[src/rtl/npu_ldst_pkg.sv]
// Shared types and default constants for the register-file load/store sequencer.
package npu_ldst_pkg;

    localparam int unsigned SDRAM_ADDR_W = 25;
    localparam int unsigned RF_ADDR_W    = 9;
    localparam int unsigned LEN_W        = 16;
    localparam int unsigned CHUNK_MAX    = 255;
    localparam int unsigned LINE_STRIDE  = 176;
    localparam int unsigned CMD_DEPTH    = 4;

    typedef struct packed {
        logic                    store;
        logic [SDRAM_ADDR_W-1:0] sdram_addr;
        logic [RF_ADDR_W-1:0]    rf_addr;
        logic [LEN_W-1:0]        lines;
    } ldst_cmd_t;

    typedef enum logic [1:0] {
        StIdle,
        StIssue,
        StWait
    } seq_state_t;

endpackage

[src/rtl/rf_ldst_seq_if.sv]
// Command, engine and status signals of rf_ldst_seq.
// master = NPU/engine side, slave = sequencer.
interface rf_ldst_seq_if #(
    parameter int unsigned SDRAM_ADDR_W = npu_ldst_pkg::SDRAM_ADDR_W,
    parameter int unsigned RF_ADDR_W    = npu_ldst_pkg::RF_ADDR_W,
    parameter int unsigned LEN_W        = npu_ldst_pkg::LEN_W
) ();

    logic                    cmd_valid;
    logic                    cmd_ready;
    logic                    cmd_store;
    logic [SDRAM_ADDR_W-1:0] cmd_sdram_addr;
    logic [RF_ADDR_W-1:0]    cmd_rf_addr;
    logic [LEN_W-1:0]        cmd_lines;
    logic [SDRAM_ADDR_W-1:0] ldst_sdram_addr;
    logic [RF_ADDR_W-1:0]    ldst_rf_addr;
    logic [7:0]              ldst_line_num;
    logic                    load_start;
    logic                    store_start;
    logic                    ldst_done;
    logic                    busy;
    logic                    cmd_done;
    logic [31:0]             perf_busy_cycles;
    logic [31:0]             perf_chunks;

    modport master (
        output cmd_valid, cmd_store, cmd_sdram_addr, cmd_rf_addr, cmd_lines, ldst_done,
        input  cmd_ready, ldst_sdram_addr, ldst_rf_addr, ldst_line_num, load_start,
               store_start, busy, cmd_done, perf_busy_cycles, perf_chunks
    );

    modport slave (
        input  cmd_valid, cmd_store, cmd_sdram_addr, cmd_rf_addr, cmd_lines, ldst_done,
        output cmd_ready, ldst_sdram_addr, ldst_rf_addr, ldst_line_num, load_start,
               store_start, busy, cmd_done, perf_busy_cycles, perf_chunks
    );

endinterface

[src/rtl/ldst_cmd_fifo.sv]
// Small synchronous command FIFO with full/empty flags; read data is the head entry.
module ldst_cmd_fifo #(
    parameter int unsigned CMD_DEPTH = npu_ldst_pkg::CMD_DEPTH,
    parameter type         entry_t   = npu_ldst_pkg::ldst_cmd_t
) (
    input  logic   clk,
    input  logic   rst_n,
    input  logic   push,
    input  entry_t wdata,
    input  logic   pop,
    output entry_t rdata,
    output logic   full,
    output logic   empty
);

    localparam int unsigned PTR_W = $clog2(CMD_DEPTH);

    entry_t           mem_q [CMD_DEPTH];
    logic [PTR_W:0]   wr_q;
    logic [PTR_W:0]   rd_q;
    logic             do_push;
    logic             do_pop;

    // Extra pointer MSB distinguishes full from empty when the indices match.
    assign full    = (wr_q[PTR_W] != rd_q[PTR_W]) && (wr_q[PTR_W-1:0] == rd_q[PTR_W-1:0]);
    assign empty   = (wr_q == rd_q);
    assign do_push = push && !full;
    assign do_pop  = pop && !empty;
    assign rdata   = mem_q[rd_q[PTR_W-1:0]];

    always_ff @(posedge clk or negedge rst_n) begin
        if (!rst_n) begin
            wr_q <= '0;
            rd_q <= '0;
        end else begin
            if (do_push) wr_q <= wr_q + (PTR_W+1)'(1);
            if (do_pop)  rd_q <= rd_q + (PTR_W+1)'(1);
        end
    end

    always_ff @(posedge clk) begin
        if (do_push) mem_q[wr_q[PTR_W-1:0]] <= wdata;
    end

endmodule

[src/rtl/rf_ldst_seq.sv]
// Splits queued whole-tensor load/store commands into engine-sized chunks.
// Define LDST_SEQ_PERF_EN to build the busy-cycle and chunk performance counters.
module rf_ldst_seq #(
    parameter int unsigned SDRAM_ADDR_W = npu_ldst_pkg::SDRAM_ADDR_W,
    parameter int unsigned RF_ADDR_W    = npu_ldst_pkg::RF_ADDR_W,
    parameter int unsigned LEN_W        = npu_ldst_pkg::LEN_W,
    parameter int unsigned CHUNK_MAX    = npu_ldst_pkg::CHUNK_MAX,
    parameter int unsigned LINE_STRIDE  = npu_ldst_pkg::LINE_STRIDE,
    parameter int unsigned CMD_DEPTH    = npu_ldst_pkg::CMD_DEPTH
) (
    input logic          clk,
    input logic          rst_n,
    rf_ldst_seq_if.slave bus
);

    import npu_ldst_pkg::*;

    localparam int unsigned MATH_W = LEN_W + SDRAM_ADDR_W;

    typedef struct packed {
        logic                    store;
        logic [SDRAM_ADDR_W-1:0] sdram_addr;
        logic [RF_ADDR_W-1:0]    rf_addr;
        logic [LEN_W-1:0]        lines;
    } cmd_t;

    cmd_t fifo_wdata;
    cmd_t fifo_rdata;
    logic fifo_full;
    logic fifo_empty;
    logic fifo_push;
    logic fifo_pop;

    seq_state_t              state_q, state_d;
    logic                    op_q, op_d;
    logic [SDRAM_ADDR_W-1:0] saddr_q, saddr_d;
    logic [RF_ADDR_W-1:0]    raddr_q, raddr_d;
    logic [LEN_W-1:0]        rem_q, rem_d;

    logic [7:0]              chunk;
    logic [MATH_W-1:0]       saddr_sum;
    logic                    load_start;
    logic                    store_start;
    logic                    cmd_done;
    logic                    busy;

    assign fifo_wdata.store      = bus.cmd_store;
    assign fifo_wdata.sdram_addr = bus.cmd_sdram_addr;
    assign fifo_wdata.rf_addr    = bus.cmd_rf_addr;
    assign fifo_wdata.lines      = bus.cmd_lines;
    assign fifo_push             = bus.cmd_valid && !fifo_full;

    ldst_cmd_fifo #(
        .CMD_DEPTH (CMD_DEPTH),
        .entry_t   (cmd_t)
    ) u_cmd_fifo (
        .clk   (clk),
        .rst_n (rst_n),
        .push  (fifo_push),
        .wdata (fifo_wdata),
        .pop   (fifo_pop),
        .rdata (fifo_rdata),
        .full  (fifo_full),
        .empty (fifo_empty)
    );

    // Chunk is derived from the remaining count, so it stays stable for the whole WAIT.
    always_comb begin
        if (rem_q > LEN_W'(CHUNK_MAX)) chunk = 8'(CHUNK_MAX);
        else                           chunk = rem_q[7:0];
    end

    assign saddr_sum = MATH_W'(saddr_q) + MATH_W'(chunk) * MATH_W'(LINE_STRIDE);

    always_comb begin
        state_d     = state_q;
        op_d        = op_q;
        saddr_d     = saddr_q;
        raddr_d     = raddr_q;
        rem_d       = rem_q;
        fifo_pop    = 1'b0;
        load_start  = 1'b0;
        store_start = 1'b0;
        cmd_done    = 1'b0;
        unique case (state_q)
            StIdle: begin
                if (!fifo_empty) begin
                    fifo_pop = 1'b1;
                    op_d     = fifo_rdata.store;
                    saddr_d  = fifo_rdata.sdram_addr;
                    raddr_d  = fifo_rdata.rf_addr;
                    rem_d    = fifo_rdata.lines;
                    state_d  = StIssue;
                end
            end
            StIssue: begin
                if (rem_q == '0) begin
                    cmd_done = 1'b1;
                    state_d  = StIdle;
                end else begin
                    load_start  = !op_q;
                    store_start = op_q;
                    state_d     = StWait;
                end
            end
            StWait: begin
                if (bus.ldst_done) begin
                    saddr_d = saddr_sum[SDRAM_ADDR_W-1:0];
                    raddr_d = raddr_q + RF_ADDR_W'(chunk);
                    rem_d   = rem_q - LEN_W'(chunk);
                    state_d = StIssue;
                end
            end
            default: state_d = StIdle;
        endcase
    end

    always_ff @(posedge clk or negedge rst_n) begin
        if (!rst_n) begin
            state_q <= StIdle;
            op_q    <= 1'b0;
            saddr_q <= '0;
            raddr_q <= '0;
            rem_q   <= '0;
        end else begin
            state_q <= state_d;
            op_q    <= op_d;
            saddr_q <= saddr_d;
            raddr_q <= raddr_d;
            rem_q   <= rem_d;
        end
    end

    assign busy                = (state_q != StIdle) || !fifo_empty;
    assign bus.cmd_ready       = !fifo_full;
    assign bus.ldst_sdram_addr = saddr_q;
    assign bus.ldst_rf_addr    = raddr_q;
    assign bus.ldst_line_num   = chunk;
    assign bus.load_start      = load_start;
    assign bus.store_start     = store_start;
    assign bus.cmd_done        = cmd_done;
    assign bus.busy            = busy;

`ifdef LDST_SEQ_PERF_EN
    logic [31:0] perf_busy_q;
    logic [31:0] perf_chunks_q;

    // Both counters saturate rather than wrap.
    always_ff @(posedge clk or negedge rst_n) begin
        if (!rst_n) begin
            perf_busy_q   <= '0;
            perf_chunks_q <= '0;
        end else begin
            if (busy && (perf_busy_q != '1)) perf_busy_q <= perf_busy_q + 32'd1;
            if ((load_start || store_start) && (perf_chunks_q != '1)) begin
                perf_chunks_q <= perf_chunks_q + 32'd1;
            end
        end
    end

    assign bus.perf_busy_cycles = perf_busy_q;
    assign bus.perf_chunks      = perf_chunks_q;
`else
    assign bus.perf_busy_cycles = '0;
    assign bus.perf_chunks      = '0;
`endif

endmodule
[src/flat_wrapper.sv]
// flat-port wrapper written by rule: the top's interface ports become plain ports
module rf_ldst_seq_flat import npu_ldst_pkg::*;
#(
    parameter int unsigned SDRAM_ADDR_W = npu_ldst_pkg::SDRAM_ADDR_W,
    parameter int unsigned RF_ADDR_W    = npu_ldst_pkg::RF_ADDR_W,
    parameter int unsigned LEN_W        = npu_ldst_pkg::LEN_W,
    parameter int unsigned CHUNK_MAX    = npu_ldst_pkg::CHUNK_MAX,
    parameter int unsigned LINE_STRIDE  = npu_ldst_pkg::LINE_STRIDE,
    parameter int unsigned CMD_DEPTH    = npu_ldst_pkg::CMD_DEPTH
)
  (clk, rst_n, bus_cmd_valid, bus_cmd_store, bus_cmd_sdram_addr, bus_cmd_rf_addr, bus_cmd_lines, bus_ldst_done, bus_cmd_ready, bus_ldst_sdram_addr, bus_ldst_rf_addr, bus_ldst_line_num, bus_load_start, bus_store_start, bus_busy, bus_cmd_done, bus_perf_busy_cycles, bus_perf_chunks);
  rf_ldst_seq_if #(.SDRAM_ADDR_W(SDRAM_ADDR_W), .RF_ADDR_W(RF_ADDR_W), .LEN_W(LEN_W)) bus_i ();
  input logic clk;
  input logic rst_n;
  input wire logic [$bits(bus_i.cmd_valid)-1:0] bus_cmd_valid;
  input wire logic [$bits(bus_i.cmd_store)-1:0] bus_cmd_store;
  input wire logic [$bits(bus_i.cmd_sdram_addr)-1:0] bus_cmd_sdram_addr;
  input wire logic [$bits(bus_i.cmd_rf_addr)-1:0] bus_cmd_rf_addr;
  input wire logic [$bits(bus_i.cmd_lines)-1:0] bus_cmd_lines;
  input wire logic [$bits(bus_i.ldst_done)-1:0] bus_ldst_done;
  output wire logic [$bits(bus_i.cmd_ready)-1:0] bus_cmd_ready;
  output wire logic [$bits(bus_i.ldst_sdram_addr)-1:0] bus_ldst_sdram_addr;
  output wire logic [$bits(bus_i.ldst_rf_addr)-1:0] bus_ldst_rf_addr;
  output wire logic [$bits(bus_i.ldst_line_num)-1:0] bus_ldst_line_num;
  output wire logic [$bits(bus_i.load_start)-1:0] bus_load_start;
  output wire logic [$bits(bus_i.store_start)-1:0] bus_store_start;
  output wire logic [$bits(bus_i.busy)-1:0] bus_busy;
  output wire logic [$bits(bus_i.cmd_done)-1:0] bus_cmd_done;
  output wire logic [$bits(bus_i.perf_busy_cycles)-1:0] bus_perf_busy_cycles;
  output wire logic [$bits(bus_i.perf_chunks)-1:0] bus_perf_chunks;
  assign bus_i.cmd_valid = bus_cmd_valid;
  assign bus_i.cmd_store = bus_cmd_store;
  assign bus_i.cmd_sdram_addr = bus_cmd_sdram_addr;
  assign bus_i.cmd_rf_addr = bus_cmd_rf_addr;
  assign bus_i.cmd_lines = bus_cmd_lines;
  assign bus_i.ldst_done = bus_ldst_done;
  assign bus_cmd_ready = bus_i.cmd_ready;
  assign bus_ldst_sdram_addr = bus_i.ldst_sdram_addr;
  assign bus_ldst_rf_addr = bus_i.ldst_rf_addr;
  assign bus_ldst_line_num = bus_i.ldst_line_num;
  assign bus_load_start = bus_i.load_start;
  assign bus_store_start = bus_i.store_start;
  assign bus_busy = bus_i.busy;
  assign bus_cmd_done = bus_i.cmd_done;
  assign bus_perf_busy_cycles = bus_i.perf_busy_cycles;
  assign bus_perf_chunks = bus_i.perf_chunks;
  rf_ldst_seq #(.SDRAM_ADDR_W(SDRAM_ADDR_W), .RF_ADDR_W(RF_ADDR_W), .LEN_W(LEN_W), .CHUNK_MAX(CHUNK_MAX), .LINE_STRIDE(LINE_STRIDE), .CMD_DEPTH(CMD_DEPTH)) u_core (.clk(clk), .rst_n(rst_n), .bus(bus_i));
endmodule
[config.mk]
export PLATFORM = sky130hd
export DESIGN_NAME = rf_ldst_seq_flat
export DESIGN_NICKNAME = d
export VERILOG_FILES = /design/src/rtl/npu_ldst_pkg.sv /design/src/rtl/rf_ldst_seq_if.sv /design/src/rtl/ldst_cmd_fifo.sv /design/src/rtl/rf_ldst_seq.sv /design/src/flat_wrapper.sv
export SDC_FILE = /design/constraint.sdc
export NUM_CORES = 1
export LEC_CHECK = 0
export ABC_AREA = 0
export CAP_MARGIN = 20
export CELL_PAD_IN_SITES_DETAIL_PLACEMENT = 2
export CELL_PAD_IN_SITES_GLOBAL_PLACEMENT = 2
export CORE_MARGIN = 4
export CORE_UTILIZATION = 35
export CTS_BUF_LIST = sky130_fd_sc_hd__clkbuf_8
export CTS_CLUSTER_DIAMETER = 100
export CTS_CLUSTER_SIZE = 28
export DETAILED_ROUTE_END_ITERATION = 16
export PLACE_DENSITY_LB_ADDON = 0.1
export SYNTH_ARGS = -nofsm -noshare
export SYNTH_HDL_FRONTEND = slang
export SYNTH_SLANG_ARGS = --single-unit
[constraint.sdc]
create_clock -name clk -period 6.5 [get_ports clk]
set_input_delay 0.975 -clock clk [delete_from_list [all_inputs] [get_ports clk]]
set_output_delay 0.975 -clock clk [all_outputs]
set_load 0.03 [all_outputs]
# Word level (Yosys, flattened, before mapping)
# Memories as Yosys holds them, arrays and structs flattened.
# Index checks and enable logic that the tools add are counted.
# classes
n_addsub	5
mul	1
n_bitwise	1
shifts	0
magnitude_cmp	1
n_eq_ne	7
div	0
reduce_logical	15
muxes	24
# op_table
op	n
2-to-1 mux 25 bit	2
case mux 25 bit (2 select lines)	1
2-to-1 mux 16 bit	2
case mux 16 bit (2 select lines)	1
adder 25 x 16 -> 25 bit	1
2-to-1 mux 9 bit	2
case mux 9 bit (2 select lines)	1
> comparator 16 x 8 -> 1 bit (second input constant)	1
zero test 16 bit	1
subtractor 16 x 8 -> 16 bit	1
multiplier 8 x 4 -> 12 bit (second input constant)	1
2-to-1 mux 1 bit	10
adder 9 x 8 -> 9 bit	1
2-to-1 mux 8 bit	1
adder 3 x 1 -> 3 bit (second input constant)	2
2-to-1 mux 2 bit	3
case mux 2 bit (3 select lines)	1
logical AND 1 bit	4
!= test 2 bit (second input constant)	2
AND reduction 2 bit	2
nonzero test 2 bit	2
equality test 3 bit	1
zero test 1 bit	3
AND reduction 3 bit	1
7 further kinds	7
# totals
output_inout_bits	111
n_memories	1
in_bits	55
rom_bits	0
word_cells	62
latchBits	0
ramBits	204
reg_bits	59
# memory_table
memory	depth	word_bits	read_ports	rd_clocked_by_memory_dff	write_ports	line_no	rtl
u_core.u_cmd_fifo.mem_q	4	51	1	0	1	ldst_cmd_fifo.sv:18	entry_t mem_q [CMD_DEPTH];

# Longest topological paths before layout
# logic_depth
depth_word	7
mapped_depth	22

# Cells and area by module
# From an unflattened synthesis, not the netlist that was laid out.
# hier_totals
cells_unflattened	904
area_unflattened_um2	12608.3
# modules_own_cells
mod	n_inst	seq_area_each_um2	area_per_inst_um2	cells_per_inst
ldst_cmd_fifo	1	6276.0	7856.3	315
rf_ldst_seq	1	1326.3	4752.1	589

# Worst setup path before layout
# No wires, ideal clock.
# synth_timing
kind	register to register
startpoint	reg u_core.rem_q[10]
endpoint	reg u_core.saddr_q[24], in the netlist u_core.bus.ldst_sdram_addr[24]
arrival_time_ns	5.244
synth_period_minus_slack_ns	5.383
path_slack_ns	1.117
path_stages_with_launch	20
required_ns	6.360
setup_ns	0.140
path_cell_list	dfrtp_1 -> or4_4 -> clkbuf_1 -> or3_1 -> ha_1 -> inv_1 -> fa_1 -> inv_1 -> ha_1 -> a21oi_1 -> o21ai_0 -> o41ai_1 -> o21ai_0 -> ha_1 -> clkbuf_1 -> nand3_1 -> a21oi_1 -> a2111oi_4 -> a2111oi_0 -> o211ai_1
# synth_between
elab_chain_len	6
# synth_lines
element	line_no	rtl
start, declared	rf_ldst_seq.sv:38	logic [LEN_W-1:0] rem_q, rem_d;
start signal, assigned	rf_ldst_seq.sv:130	rem_q <= rem_d;
> comparator 16 x 8 -> 1 bit	rf_ldst_seq.sv:69	if (rem_q > LEN_W'(CHUNK_MAX)) chunk = 8'(CHUNK_MAX);
2-to-1 mux 8 bit	rf_ldst_seq.sv:69	
via bus_ldst_line_num[1]	flat_wrapper.sv:24	output wire logic [$bits(bus_i.ldst_line_num)-1:0] bus_ldst_line_num;
multiplier 8 x 4 -> 12 bit	rf_ldst_seq.sv:73	assign saddr_sum = MATH_W'(saddr_q) + MATH_W'(chunk) * MATH_W'(LINE_STRIDE);
adder 25 x 16 -> 25 bit	rf_ldst_seq.sv:73	
2-to-1 mux 25 bit	rf_ldst_seq.sv:107	if (bus.ldst_done) begin
case mux 25 bit (2 select lines)	rf_ldst_seq.sv:85	unique case (state_q)
end signal, assigned	rf_ldst_seq.sv:128	saddr_q <= saddr_d;
end, declared	rf_ldst_seq.sv:36	logic [SDRAM_ADDR_W-1:0] saddr_q, saddr_d;
# The timed path passes the listed nets, and every way through them passes these cells. The select of a mux whose other input is x is not followed.
# A chain may end at the register's enable or synchronous reset.

# Worst setup path after layout
# layout_timing
startpoint	reg u_core.rem_q[10]
endpoint	reg u_core.saddr_q[22], in the netlist u_core.bus.ldst_sdram_addr[22]
# layout_between
elab_chain_len	6
# layout_lines
element	line_no
> comparator 16 x 8 -> 1 bit	rf_ldst_seq.sv:69
2-to-1 mux 8 bit	rf_ldst_seq.sv:69
multiplier 8 x 4 -> 12 bit	rf_ldst_seq.sv:73
adder 25 x 16 -> 25 bit	rf_ldst_seq.sv:73
2-to-1 mux 25 bit	rf_ldst_seq.sv:107
case mux 25 bit (2 select lines)	rf_ldst_seq.sv:85
# Every way passes these cells. The select of a mux whose other input is x is not followed.

==> results.json <==
{
  "vias_per_cell": 5.18,
  "peakVddDrop_mv": 0.458,
  "ys_types": 57,
  "syn_avg_cell_area_um2": 13.7,
  "cpPeakStageDelay_ps": 620,
  "synth_edf_count": 204,
  "holdPathStages": 2,
  "tritoncts": "done",
  "rrSetupSlack_ps": 770,
  "drive_above_1_share_pct": 9.37,
  "rows": 69,
  "start_kind": "register",
  "rsz0062_at_grt": "no",
  "route.detailed.drc": 0,
  "cp_slowest_cell": "or4_4",
  "core_area_mm2": 0.0355,
  "antenna_left": 0,
  "finalPower_mw": 6.84,
  "worst_r2r_startpoint": "u_core.rem_q[10]",
  "path_max_fanout": 12,
  "numCtsBuffers": 14,
  "worstPathCellList": "or4_4 > or2_1 > nor2_1 > inv_1 > ha_1 > inv_1 > fa_1 > inv_1 > ha_1 > nand2_1 > o21ai_0 > o41ai_1 > o21ai_0 > ha_1 > nand3_1 > a21oi_1 > a2111oi_4 > a21oi_1 > a31oi_1 > a2bb2oi_1",
  "place_congestion": 0.770,
  "synth-async-reset-ratio_pct": 22.4,
  "path_depth": 20,
  "drv_slew": 0,
  "htree_num_levels": 1,
  "grt_pass1_vias": 8488,
  "power.density_mw_per_mm2": 484,
  "synthCells": 920,
  "first_pass_iters": 4,
  "worst_slew_margin_rel_pct": 35.4,
  "hold_viol": 0,
  "io_buffers": 101,
  "path_buf_inv": 3,
  "synth_top_family_by_area": "multiplexers",
  "drt-total-wl_um": 34300,
  "chipWidth_um": 198,
  "drt_iter0_drc": 344,
  "die_y_um": 198,
  "yosys.area_share.simple_pct": 7.95,
  "r2r-end": "u_core.bus.ldst_sdram_addr[22]",
  "ys_seq_area_share_pct": 60.4,
  "worstMarginPinSlew_ps": 969,
  "root_buffer": "clkbuf_8",
  "ctsLongestPathBuffers": 3,
  "synth_fa_ha_area_share_pct": 5.79,
  "fin_crit_ps": 5730,
  "status": "completed",
  "gr-total-overflow": 0,
  "synthFlopType": "edfxtp_1",
  "ys_warn_count": 0,
  "cts.sinks": 263,
  "insertion_delay_ps": 570,
  "maxCapViolations": 0,
  "wl_per_cell_um": 23.3,
  "ios": 166,
  "grt_use_total_pct": 17.6,
  "initial_core_util_pct": 35.5,
  "crit_type": "reg -> reg",
  "fin_hold_ws_ps": 504,
  "fin_skew_ps": 35.8,
  "crit_end": "u_core.bus.ldst_sdram_addr[22]",
  "path_delay_family": "compound AO/OA/AOI/OAI gates",
  "vias": 7644,
  "ys_ff_latch": 263,
  "hold_class": "reg -> reg",
  "ff2ff_path_depth": 20,
  "worst_ep_required_time_ps": 7010,
  "synth.area.mux_share_pct": 9.29,
  "clk_pin_slew_ps": 170,
  "die_area_mm2": 0.0390,
  "grt_max_degree": 60,
  "syn-cell-area_mm2": 0.0126,
  "grt_pass1_wl_um": 52900,
  "antenna_found_initial": 0,
  "fillerInstances": 3605,
  "worstPathArrival_ps": 6240,
  "holdBufCountCts": 0,
  "cp-startpoint": "u_core.rem_q[10]",
  "synthToLayoutAreaGrowth_pct": 12.3,
  "postCtsSetupBuffers": 0,
  "post-dp-hpwl_um": 23700,
  "synthXorXnorAreaFrac_pct": 1.60,
  "fmax_mhz": 175,
  "setup_tns_ps": 0,
  "cts_resized": 0,
  "synth_compound_area_share_pct": 8.62,
  "finalSetupViolations": 0,
  "n_antenna_cell": 0,
  "leakage_nw": 5.08,
  "layout.nets": 1115,
  "finalCritPeriodShare_pct": 88.1,
  "end_kind": "register"
}
## layout by cell type (no fill, tap or decap), types with 41 or more instances in the layout
cell	synthesis	layout
a21oi_1	51	51
clkdlybuf4s50_1	0	100
conb_1	1	64
dfrtp_1	59	57
edfxtp_1	204	204
ha_1	47	47
inv_1	36	41
mux4_2	51	51
nand2_1	78	78
nor2_1	50	50
o21ai_0	41	41
## synth_stat cells (13+ instances only)
| master | n | area (µm²) |
|---|---|---|
| a21oi_1 | 51 | 255 |
| inv_1 | 36 | 135 |
| edfxtp_1 | 204 | 6130 |
| clkbuf_1 | 16 | 60.1 |
| xnor2_1 | 21 | 184 |
| dfrtp_1 | 59 | 1480 |
| nor3_1 | 16 | 80.1 |
| buf_4 | 65 | 488 |
| nor2_1 | 50 | 188 |
| buf_2 | 17 | 85.1 |
| ha_1 | 47 | 588 |
| o21ai_0 | 41 | 205 |
| a31oi_1 | 18 | 113 |
| nand3_1 | 23 | 115 |
| nand2_1 | 78 | 293 |
| a211oi_1 | 13 | 97.6 |
| mux4_2 | 51 | 1150 |
## through the flow
| stage | area (µm²) | util [%] | worst slack, ps | std cells |
|---|---|---|---|---|
| after floorplan | 12800 | - | 1120 | 983 |
| after global placement | 13800 | 39.0 | 964 | 1451 |
| after detailed placement | 13800 | 39.0 | 765 | 1451 |
| after CTS | 14100 | 39.8 | 761 | 1475 |
| after global routing | 14100 | 39.8 | 311 | 1475 |
| final | 14100 | 39.8 | 774 | 1475 |
## tightest hold or removal path: stages, from the launching register on
cell	delay (ps)
dfrtp_1	380
nand2_1	50
nand2_1	60
## registers in the layout, indices dropped and copies added, names as in the netlist
register,flops
u_core.rem_q,16
u_core.bus.ldst_rf_addr,9
u_core.bus.ldst_sdram_addr,25
u_core.op_q,1
u_core.u_cmd_fifo.mem_q,204
u_core.u_cmd_fifo.rd_q,3
u_core.state_q,2
u_core.u_cmd_fifo.wr_q,3
## cell type report
cell class	instances	area, µm²	share of cell area, %
clock buffers	15	206	1.46
multi-input cells	582	4460	31.6
flip-flops and latches	263	7610	53.9
well taps	461	577	4.08
clock inverters	9	71.3	0.505
repair buffers	109	1070	7.55
inverters	36	135	0.957
## worst min-delay path by stage
| stage | endpoint | start | slack [ps] |
|---|---|---|---|
| 6_report | u_core.bus.ldst_sdram_addr[1] | u_core.bus.ldst_sdram_addr[1] | 500 |
| 5_1_grt | u_core.u_cmd_fifo.rd_q[2] | u_core.u_cmd_fifo.rd_q[2] | 530 |
| 4_1_cts | u_core.u_cmd_fifo.wr_q[2] | u_core.u_cmd_fifo.wr_q[2] | 510 |
| 3_5_place_dp | u_core.bus.ldst_sdram_addr[0] | u_core.bus.ldst_sdram_addr[0] | 470 |
| 3_3_place_gp | u_core.bus.ldst_sdram_addr[1] | u_core.bus.ldst_sdram_addr[1] | 460 |
| 2_1_floorplan | u_core.u_cmd_fifo.wr_q[2] | u_core.u_cmd_fifo.wr_q[2] | 460 |
## routing by layer
metal	track usage [%]	vias to the layer above	part of all wire, %
met1	24.7	4003	46
met2	30.3	114	49
met4	2.32	0	0.90
met3	2.05	21	3.3
met5	0	-	0
li1	-	3506	-
## power breakdown
group          internal [mW]  total (mW)  switching, mW
Clock                  0.237       0.797          0.560
Sequential              2.34        2.68          0.340
Combinational           1.30        3.37           2.07
Total                   3.87        6.84           2.97
## kinds of logic after synthesis
group / Yosys count
other: 1
XOR/XNOR: 23
adder cells (fa/ha/maj): 54
AO/OA/AOI/OAI: 173
buffers and inverters: 138
flip-flops: 263
AND/OR/NAND/NOR: 215
multiplexers: 53
No activity file was read; power rests on OpenSTA's default activity.
